## src/rtl/pipe_hazard_ctrl_pkg.sv

```systemverilog
// Shared types and constants for the pipeline hazard controller.
// Holds the FSM state encoding, the per-stage control bundle and the
// helper that decodes an unfrozen cycle into stage controls.
package pipe_ctrl_pkg;

    localparam int          REG_ADDR_W = 5;
    localparam logic [31:0] NOP_INST   = 32'h0000_0013;

    typedef enum logic [1:0] {
        INIT     = 2'd0,
        RUN      = 2'd1,
        MEM_WAIT = 2'd2
    } state_e;

    // One bit per pipeline-register control, MSB first.
    typedef struct packed {
        logic pc_stall;
        logic fd_stall;
        logic fd_flush;
        logic de_stall;
        logic de_flush;
        logic em_stall;
        logic mw_bubble;
    } ctrl_t;

    localparam ctrl_t CTRL_NONE   = ctrl_t'(7'b000_0000);
    localparam ctrl_t CTRL_ALL    = ctrl_t'(7'b111_1111);
    // Front end idle: PC held, F/D and D/E filled with bubbles, no writeback.
    localparam ctrl_t CTRL_INIT   = ctrl_t'(7'b101_0101);
    // Whole pipe frozen around a pending dmem access; M/W drains a bubble.
    localparam ctrl_t CTRL_FREEZE = ctrl_t'(7'b110_1011);

    // Controls for a cycle where the memory side is not holding the pipe.
    // A redirect kills the younger instructions, so a load-use on them is moot.
    function automatic ctrl_t issue_ctrl(input logic redirect, input logic lu);
        ctrl_t c;
        c = CTRL_NONE;
        if (redirect) begin
            c.fd_flush = 1'b1;
            c.de_flush = 1'b1;
        end else if (lu) begin
            c.pc_stall = 1'b1;
            c.fd_stall = 1'b1;
            c.de_flush = 1'b1;
        end
        return c;
    endfunction

endpackage

```

## src/rtl/pipe_hazard_ctrl_if.sv

```systemverilog
// Datapath <-> hazard controller signal bundle.
// master: datapath side (drives decode/execute/dmem status, consumes controls).
// slave : hazard controller.
interface pipe_hazard_ctrl_if;
    import pipe_ctrl_pkg::*;

    logic [REG_ADDR_W-1:0] id_rs1;
    logic [REG_ADDR_W-1:0] id_rs2;
    logic                  id_use_rs1;
    logic                  id_use_rs2;
    logic [REG_ADDR_W-1:0] ex_rd;
    logic                  ex_mem_read;
    logic                  ex_redirect;
    logic                  mem_req;
    logic                  dmem_ready;

    logic                  pc_stall;
    logic                  fd_stall;
    logic                  fd_flush;
    logic                  de_stall;
    logic                  de_flush;
    logic                  em_stall;
    logic                  mw_bubble;
    logic                  mem_timeout;

    modport master (
        output id_rs1, id_rs2, id_use_rs1, id_use_rs2,
        output ex_rd, ex_mem_read, ex_redirect, mem_req, dmem_ready,
        input  pc_stall, fd_stall, fd_flush, de_stall, de_flush,
        input  em_stall, mw_bubble, mem_timeout
    );

    modport slave (
        input  id_rs1, id_rs2, id_use_rs1, id_use_rs2,
        input  ex_rd, ex_mem_read, ex_redirect, mem_req, dmem_ready,
        output pc_stall, fd_stall, fd_flush, de_stall, de_flush,
        output em_stall, mw_bubble, mem_timeout
    );

endinterface

```

## src/rtl/pipe_hazard_ctrl_haz_lu_det.sv

```systemverilog
// Load-use detector: flags a decode instruction that reads the register a
// load in execute is about to write. x0 never creates a dependency.
module haz_lu_det
    import pipe_ctrl_pkg::*;
(
    input  logic [REG_ADDR_W-1:0] id_rs1,
    input  logic [REG_ADDR_W-1:0] id_rs2,
    input  logic                  id_use_rs1,
    input  logic                  id_use_rs2,
    input  logic [REG_ADDR_W-1:0] ex_rd,
    input  logic                  ex_mem_read,
    output logic                  lu
);

    logic rd_valid;
    logic hit_rs1;
    logic hit_rs2;

    assign rd_valid = ex_mem_read & (ex_rd != '0);
    assign hit_rs1  = id_use_rs1 & (ex_rd == id_rs1);
    assign hit_rs2  = id_use_rs2 & (ex_rd == id_rs2);

    // Single-cycle combinational compare; result feeds the same-cycle stall.
    always_comb begin
        lu = rd_valid & (hit_rs1 | hit_rs2);
    end

endmodule

```

## src/rtl/pipe_hazard_ctrl.sv

```systemverilog
// Stall/flush sequencer for the 5-stage RV32I pipeline.
// Resolves load-use hazards, execute-stage redirects and multi-cycle dmem
// waits, and holds the front end idle for RESET_HOLD cycles after reset.
// Optional feature macro: HAZ_PERF_CNT_EN adds perf_stall_cnt/perf_flush_cnt.
//
//  state    | meaning
//  ---------+------------------------------------------------------------
//  INIT     | post-reset hold, PC stalled, F/D and D/E flushed, no inputs used
//  RUN      | normal issue; freeze > redirect > load-use
//  MEM_WAIT | dmem access outstanding, whole pipe frozen until dmem_ready
module pipe_hazard_ctrl
    import pipe_ctrl_pkg::*;
#(
    parameter int RESET_HOLD  = 4,
    parameter int MEM_TIMEOUT = 64,
    parameter int CNT_W       = 7
) (
    input  logic              clk,
    input  logic              rst,
    pipe_hazard_ctrl_if.slave hz
`ifdef HAZ_PERF_CNT_EN
    ,
    output logic [31:0]       perf_stall_cnt,
    output logic [31:0]       perf_flush_cnt
`endif
);

    localparam logic [1:0] S_INIT     = 2'(INIT);
    localparam logic [1:0] S_RUN      = 2'(RUN);
    localparam logic [1:0] S_MEM_WAIT = 2'(MEM_WAIT);

    localparam logic [CNT_W-1:0] HOLD_LAST = CNT_W'(RESET_HOLD - 1);
    localparam logic [CNT_W-1:0] TMO_LAST  = CNT_W'(MEM_TIMEOUT - 1);
    localparam logic [CNT_W-1:0] TMO_MAX   = CNT_W'(MEM_TIMEOUT);

    logic [1:0]       state;
    logic [1:0]       state_nxt;
    logic [CNT_W-1:0] cnt;
    logic [CNT_W-1:0] cnt_nxt;
    logic             timeout_set;
    logic             mem_timeout_q;
    logic             lu;
    logic             fz;
    ctrl_t            ctrl;

    haz_lu_det u_lu_det (
        .id_rs1      (hz.id_rs1),
        .id_rs2      (hz.id_rs2),
        .id_use_rs1  (hz.id_use_rs1),
        .id_use_rs2  (hz.id_use_rs2),
        .ex_rd       (hz.ex_rd),
        .ex_mem_read (hz.ex_mem_read),
        .lu          (lu)
    );

    assign fz = hz.mem_req & ~hz.dmem_ready;

    // Next state and counter: reset hold count in INIT, wait length in MEM_WAIT.
    always_comb begin
        state_nxt   = state;
        cnt_nxt     = cnt;
        timeout_set = 1'b0;
        case (state)
            S_INIT: begin
                if (cnt == HOLD_LAST) begin
                    state_nxt = S_RUN;
                    cnt_nxt   = '0;
                end else begin
                    cnt_nxt = cnt + CNT_W'(1);
                end
            end
            S_RUN: begin
                if (fz) begin
                    state_nxt = S_MEM_WAIT;
                    cnt_nxt   = CNT_W'(1);
                end
            end
            S_MEM_WAIT: begin
                if (hz.dmem_ready) begin
                    state_nxt = S_RUN;
                    cnt_nxt   = '0;
                end else if (cnt != TMO_MAX) begin
                    // Flag is raised on the same edge the count lands on the limit.
                    cnt_nxt = cnt + CNT_W'(1);
                    if (cnt == TMO_LAST) begin
                        timeout_set = 1'b1;
                    end
                end
            end
            default: begin
                state_nxt = S_INIT;
                cnt_nxt   = '0;
            end
        endcase
    end

    // State, counter and sticky timeout flag; async active-low reset.
    always_ff @(posedge clk or negedge rst) begin
        if (!rst) begin
            state         <= S_INIT;
            cnt           <= '0;
            mem_timeout_q <= 1'b0;
        end else begin
            state <= state_nxt;
            cnt   <= cnt_nxt;
            if (timeout_set) begin
                mem_timeout_q <= 1'b1;
            end
        end
    end

    // Same-cycle output decode; reset forces every stage to hold/bubble.
    always_comb begin
        ctrl = CTRL_NONE;
        if (!rst) begin
            ctrl = CTRL_ALL;
        end else begin
            case (state)
                S_INIT:     ctrl = CTRL_INIT;
                S_RUN:      ctrl = fz ? CTRL_FREEZE : issue_ctrl(hz.ex_redirect, lu);
                S_MEM_WAIT: ctrl = hz.dmem_ready ? issue_ctrl(hz.ex_redirect, lu)
                                                 : CTRL_FREEZE;
                default:    ctrl = CTRL_INIT;
            endcase
        end
    end

    assign hz.pc_stall    = ctrl.pc_stall;
    assign hz.fd_stall    = ctrl.fd_stall;
    assign hz.fd_flush    = ctrl.fd_flush;
    assign hz.de_stall    = ctrl.de_stall;
    assign hz.de_flush    = ctrl.de_flush;
    assign hz.em_stall    = ctrl.em_stall;
    assign hz.mw_bubble   = ctrl.mw_bubble;
    assign hz.mem_timeout = mem_timeout_q;

`ifdef HAZ_PERF_CNT_EN
    logic issuing;
    logic stall_evt;
    logic flush_evt;

    assign issuing   = ((state == S_RUN) & ~fz) | ((state == S_MEM_WAIT) & hz.dmem_ready);
    assign stall_evt = (state != S_INIT) & ctrl.pc_stall;
    assign flush_evt = issuing & hz.ex_redirect;

    // Free-running event counters; they wrap naturally at 2^32.
    always_ff @(posedge clk or negedge rst) begin
        if (!rst) begin
            perf_stall_cnt <= '0;
            perf_flush_cnt <= '0;
        end else begin
            if (stall_evt) begin
                perf_stall_cnt <= perf_stall_cnt + 32'd1;
            end
            if (flush_evt) begin
                perf_flush_cnt <= perf_flush_cnt + 32'd1;
            end
        end
    end
`endif

endmodule
```

## src/flat_wrapper.sv

```systemverilog
// flat-port wrapper written by rule: the top's interface ports become plain ports
module pipe_hazard_ctrl_flat import pipe_ctrl_pkg::*;
#(
    parameter int RESET_HOLD  = 4,
    parameter int MEM_TIMEOUT = 64,
    parameter int CNT_W       = 7
)
  (clk, rst, hz_id_rs1, hz_id_rs2, hz_id_use_rs1, hz_id_use_rs2, hz_ex_rd, hz_ex_mem_read, hz_ex_redirect, hz_mem_req, hz_dmem_ready, hz_pc_stall, hz_fd_stall, hz_fd_flush, hz_de_stall, hz_de_flush, hz_em_stall, hz_mw_bubble, hz_mem_timeout);
  pipe_hazard_ctrl_if hz_i ();
  input  logic clk;
  input  logic rst;
  input wire logic [$bits(hz_i.id_rs1)-1:0] hz_id_rs1;
  input wire logic [$bits(hz_i.id_rs2)-1:0] hz_id_rs2;
  input wire logic [$bits(hz_i.id_use_rs1)-1:0] hz_id_use_rs1;
  input wire logic [$bits(hz_i.id_use_rs2)-1:0] hz_id_use_rs2;
  input wire logic [$bits(hz_i.ex_rd)-1:0] hz_ex_rd;
  input wire logic [$bits(hz_i.ex_mem_read)-1:0] hz_ex_mem_read;
  input wire logic [$bits(hz_i.ex_redirect)-1:0] hz_ex_redirect;
  input wire logic [$bits(hz_i.mem_req)-1:0] hz_mem_req;
  input wire logic [$bits(hz_i.dmem_ready)-1:0] hz_dmem_ready;
  output wire logic [$bits(hz_i.pc_stall)-1:0] hz_pc_stall;
  output wire logic [$bits(hz_i.fd_stall)-1:0] hz_fd_stall;
  output wire logic [$bits(hz_i.fd_flush)-1:0] hz_fd_flush;
  output wire logic [$bits(hz_i.de_stall)-1:0] hz_de_stall;
  output wire logic [$bits(hz_i.de_flush)-1:0] hz_de_flush;
  output wire logic [$bits(hz_i.em_stall)-1:0] hz_em_stall;
  output wire logic [$bits(hz_i.mw_bubble)-1:0] hz_mw_bubble;
  output wire logic [$bits(hz_i.mem_timeout)-1:0] hz_mem_timeout;
  assign hz_i.id_rs1 = hz_id_rs1;
  assign hz_i.id_rs2 = hz_id_rs2;
  assign hz_i.id_use_rs1 = hz_id_use_rs1;
  assign hz_i.id_use_rs2 = hz_id_use_rs2;
  assign hz_i.ex_rd = hz_ex_rd;
  assign hz_i.ex_mem_read = hz_ex_mem_read;
  assign hz_i.ex_redirect = hz_ex_redirect;
  assign hz_i.mem_req = hz_mem_req;
  assign hz_i.dmem_ready = hz_dmem_ready;
  assign hz_pc_stall = hz_i.pc_stall;
  assign hz_fd_stall = hz_i.fd_stall;
  assign hz_fd_flush = hz_i.fd_flush;
  assign hz_de_stall = hz_i.de_stall;
  assign hz_de_flush = hz_i.de_flush;
  assign hz_em_stall = hz_i.em_stall;
  assign hz_mw_bubble = hz_i.mw_bubble;
  assign hz_mem_timeout = hz_i.mem_timeout;
  pipe_hazard_ctrl #(.RESET_HOLD(RESET_HOLD), .MEM_TIMEOUT(MEM_TIMEOUT), .CNT_W(CNT_W)) u_core (.clk(clk), .rst(rst), .hz(hz_i));
endmodule
```

## config.mk

```make
export PLATFORM = sky130hd
export DESIGN_NAME = pipe_hazard_ctrl_flat
export DESIGN_NICKNAME = d
export VERILOG_FILES = /design/src/rtl/pipe_hazard_ctrl_pkg.sv /design/src/rtl/pipe_hazard_ctrl_if.sv /design/src/rtl/pipe_hazard_ctrl_haz_lu_det.sv /design/src/rtl/pipe_hazard_ctrl.sv /design/src/flat_wrapper.sv
export SDC_FILE = /design/constraint.sdc
export NUM_CORES = 1
export LEC_CHECK = 0
export ABC_AREA = 1
export ABC_CLOCK_PERIOD_IN_PS = 1780
export CAP_MARGIN = 30
export CORE_ASPECT_RATIO = 1.1
export CORE_MARGIN = 1
export CORE_UTILIZATION = 35
export CTS_CLUSTER_SIZE = 20
export DETAILED_ROUTE_END_ITERATION = 10
export MAX_ROUTING_LAYER = met4
export PLACE_DENSITY = 0.62
export SYNTH_ARGS = -nofsm -noshare
export SYNTH_HDL_FRONTEND = slang
export SYNTH_SLANG_ARGS = --single-unit
```

## constraint.sdc

```tcl
create_clock -name clk -period 1.78 [get_ports clk]
set_input_delay 0.534 -clock clk [delete_from_list [all_inputs] [get_ports clk]]
set_output_delay 0.534 -clock clk [all_outputs]
set_load 0.005 [all_outputs]
```

==> results.sh <==
export IMPL_p_seq_share_pct=21.5
export IMPL_io_buffers=30
export IMPL_cp_data_required_time_ns=1.25
export IMPL_start_util_pct=36.5
export IMPL_cp_arrival_ns=1.51
export IMPL_ys_types=24
export IMPL_critical_path_cell_chain="inv_4 > ha_4 > inv_4 > buf_6 > a21oi_4 > nand4_1 > nand2_1 > buf_2"
export IMPL_place_hpwl_mm=1.98
export IMPL_core_sq_mm=0.00275
export IMPL_setup_viol=7
export IMPL_synthArstFlopShare_pct=100
export IMPL_yosysWarnings=0
export IMPL_cp_num_buf_inv=4
export IMPL_synth_common_cells="nand2_1 (54), inv_1 (34), nor2_1 (19), nand3_1 (16), dfrtp_1 (10)"
export IMPL_synth_most_common_cell="nand2_1"
export IMPL_cts_max_level=1
export IMPL_hold_violations=0
export IMPL_violations="DRC, setup timing"
export IMPL_cts_reportedPaths_clkPinSlew_ns=0.07
export IMPL_avgSynthCellArea_sq_um=6.05
export IMPL_cts_buffer_depth=2
export IMPL_rsz0062_at_grt="true"
export IMPL_synth_area_sq_mm=0.00100
export IMPL_wl_mm=2.67
export IMPL_diodes=0
export IMPL_power_frac_comb_pct=69.1
export IMPL_grt_pass1_vias=1131
export IMPL_cts_buffers=3
export IMPL_synth_edf_count=0
export IMPL_clock_latency_ns=0.26
export IMPL_drive_above_1_share_pct=32.1
export IMPL_p_leak_uw=0.000838
export IMPL_irDropWorstVdd_uv=818
export IMPL_drc=2
export IMPL_first_pass_iters=7
export IMPL_cpMostUsedCell="inv_4"
export IMPL_area_growth_synth_to_final_pct=54.4
export IMPL_fp_row_count=20
export IMPL_grt_use_total_pct=20.0
export IMPL_power_switching_uw=743
export IMPL_fin_setup_tns_ns=-1.73
export IMPL_ys_ff_latch=10
export IMPL_synth_top_area_share_pct=24.9
export IMPL_powerDensity_mw_per_mm2=1060
export IMPL_cap_violations=0
export IMPL_p_int_uw=906
export IMPL_grt_max_degree=11
export IMPL_cts_tree="yes"
export IMPL_cp_max_fo=3
export IMPL_grt_pass1_wl_mm=4.55
export IMPL_syn_inst=166
export IMPL_dieArea_sq_mm=0.00309
export IMPL_cp_top_family="flip-flops"
export IMPL_cpPeakStageDelay_ns=0.46
export IMPL_ctsRootBufferMaster="clkbuf_4"
export IMPL_yosysSeqAreaShare_pct=24.9
export IMPL_startpoint_type="register"
export IMPL_slew_violations=0
export IMPL_vias_per_cell=4.55
export IMPL_max_freq_mhz=490
export IMPL_fin_nets=249
export IMPL_fin_skew_ns=0.00762
export IMPL_drtAntennaViolNets=0
export IMPL_io_pins=31
export IMPL_vias=1143
export IMPL_status="complete, but fails checks"
export IMPL_synth_area_top_cells="dfrtp_1 (25%), nand2_1 (20%), inv_1 (13%), nand3_1 (8.0%), ha_1 (7.5%)"
export IMPL_worst_path_max_delay_cell="dfrtp_2"
export IMPL_grt_antenna_before_repair=0
export IMPL_overflow=0
export IMPL_worst_slack_ns=-0.260
export IMPL_holdCritPathClass="in -> async"
export IMPL_worst_slew_pin_slew_ns=0.306
export IMPL_synth_top_cell_by_area="dfrtp_1"
export IMPL_crit_path_end_kind="output port"
export IMPL_p_total_uw=1650
export IMPL_wl_per_cell_um=10.7
export IMPL_synth_top_flop_cell="dfrtp_1"
export IMPL_clockPowerShare_pct=9.4
export IMPL_p_sw_share_pct=45.0
export IMPL_fin_crit_ns=2.04
export IMPL_fin_crit_sh_pct=115
export IMPL_dieHeight_um=58.2
export IMPL_drtIter0Drc=50
export IMPL_clock_sinks=10
export IMPL_crit_type="reg -> out"
export IMPL_synth_fp_nets=195
export IMPL_max_slew_margin_pct=79.5
export IMPL_gp_congestion=0.866
export IMPL_die_x_um=53.1
-- stage by stage --
stage / utilization, % / hold WS (ns) / instances / cell area [sq um] / setup slack [ns]
6_report: 56.4 / 0.438 / 251 / 1550 / -0.260
5_1_grt: 56.4 / 0.456 / 251 / 1550 / -0.348
4_1_cts: 55.9 / 0.447 / 250 / 1540 / -0.299
3_5_place_dp: 52.3 / 0.467 / 241 / 1440 / -0.963
3_3_place_gp: 52.3 / 0.458 / 241 / 1440 / -0.973
2_1_floorplan: - / 0.238 / 166 / 1010 / 0.00821
-- flip-flops by register name, summed over array words and instances, names as in the netlist --
register	flops
u_core.cnt	7
u_core.state	2
u_core.hz.mem_timeout	1
-- logic make-up after synthesis --
logic type	after synthesis	share of synthesized area (%)
simple gates	98	43.3
buf+inv	37	14.4
compound gates	14	8.97
flops	10	24.9
fa+ha+maj	6	7.47
xor+xnor	1	0.872
-- per-layer routing --
metal | vias to the layer above | track usage [%] | wire, um
met4 | 0 | 6.02 | 15
met1 | 502 | 23.9 | 1190
met3 | 2 | 1.57 | 92
li1 | 611 | - | -
met5 | - | - | 0
met2 | 28 | 34.9 | 1370
-- power by group through the flow --
stage / combinational, uW / clock, uW / sequential, uW
floorplan: 546 / 0 / 324
global placement: 923 / 0 / 334
detailed placement: 933 / 0 / 335
CTS: 1080 / 157 / 351
global route: 1260 / 172 / 362
finish: 1140 / 156 / 354
-- worst register-to-register path, delay by kind of cell, from the launching register on --
| family | cells | cell delay [ns] |
|---|---|---|
| and+or+nand+nor | 4 | 0.28 |
| DFF | 1 | 0.43 |
| AOI/OAI and AO/OA | 1 | 0.18 |
| adders and majority gates | 1 | 0.17 |
| buffers and inverters | 5 | 0.53 |
-- cell type report --
cell class	instances	area (sq um)
clock buffer	3	22.5
sequential	10	253
timing repair buffer	50	388
fill	285	1200
tap	33	41.3
inverter	36	143
multi-input combinational	119	704
-- placed cells by master, fill, tap and decap left out, types with 5 or more instances in the layout --
cell and instances:
dfrtp_1 8, buf_2 7, inv_2 7, o21ai_1 5, inv_1 26, nand3_1 16
nor2_1 17, dlygate4sd2_1 10, buf_4 17, clkbuf_2 7, nand2_1 51
-- final timing paths --
path | startpoint | end | slack, ns | cells past startpoint
setup / recovery | u_core.state[0] | hz_fd_stall | -0.26 | 8
hold / removal | rst | u_core.cnt[5] | 0.44 | 2
setup reg to reg | u_core.state[0] | u_core.cnt[4] | 0.06 | 11
hold reg to reg | u_core.hz.mem_timeout | u_core.hz.mem_timeout | 0.47 | 1
max in group asynchronous | rst | u_core.state[0] | 1.19 | 2
min in group clk | u_core.hz.mem_timeout | u_core.hz.mem_timeout | 0.47 | 1
-- timing repair --
item                                    in CTS  in global routing
buffers inserted                             6                  1
endpoints found under the setup margin       7                  8
resized for setup                           75                 22
pin swaps                                   25                 18
hold buffers                                 0                  0
hold endpoints to repair                     0                  0
(Power assumes the default switching activity.)
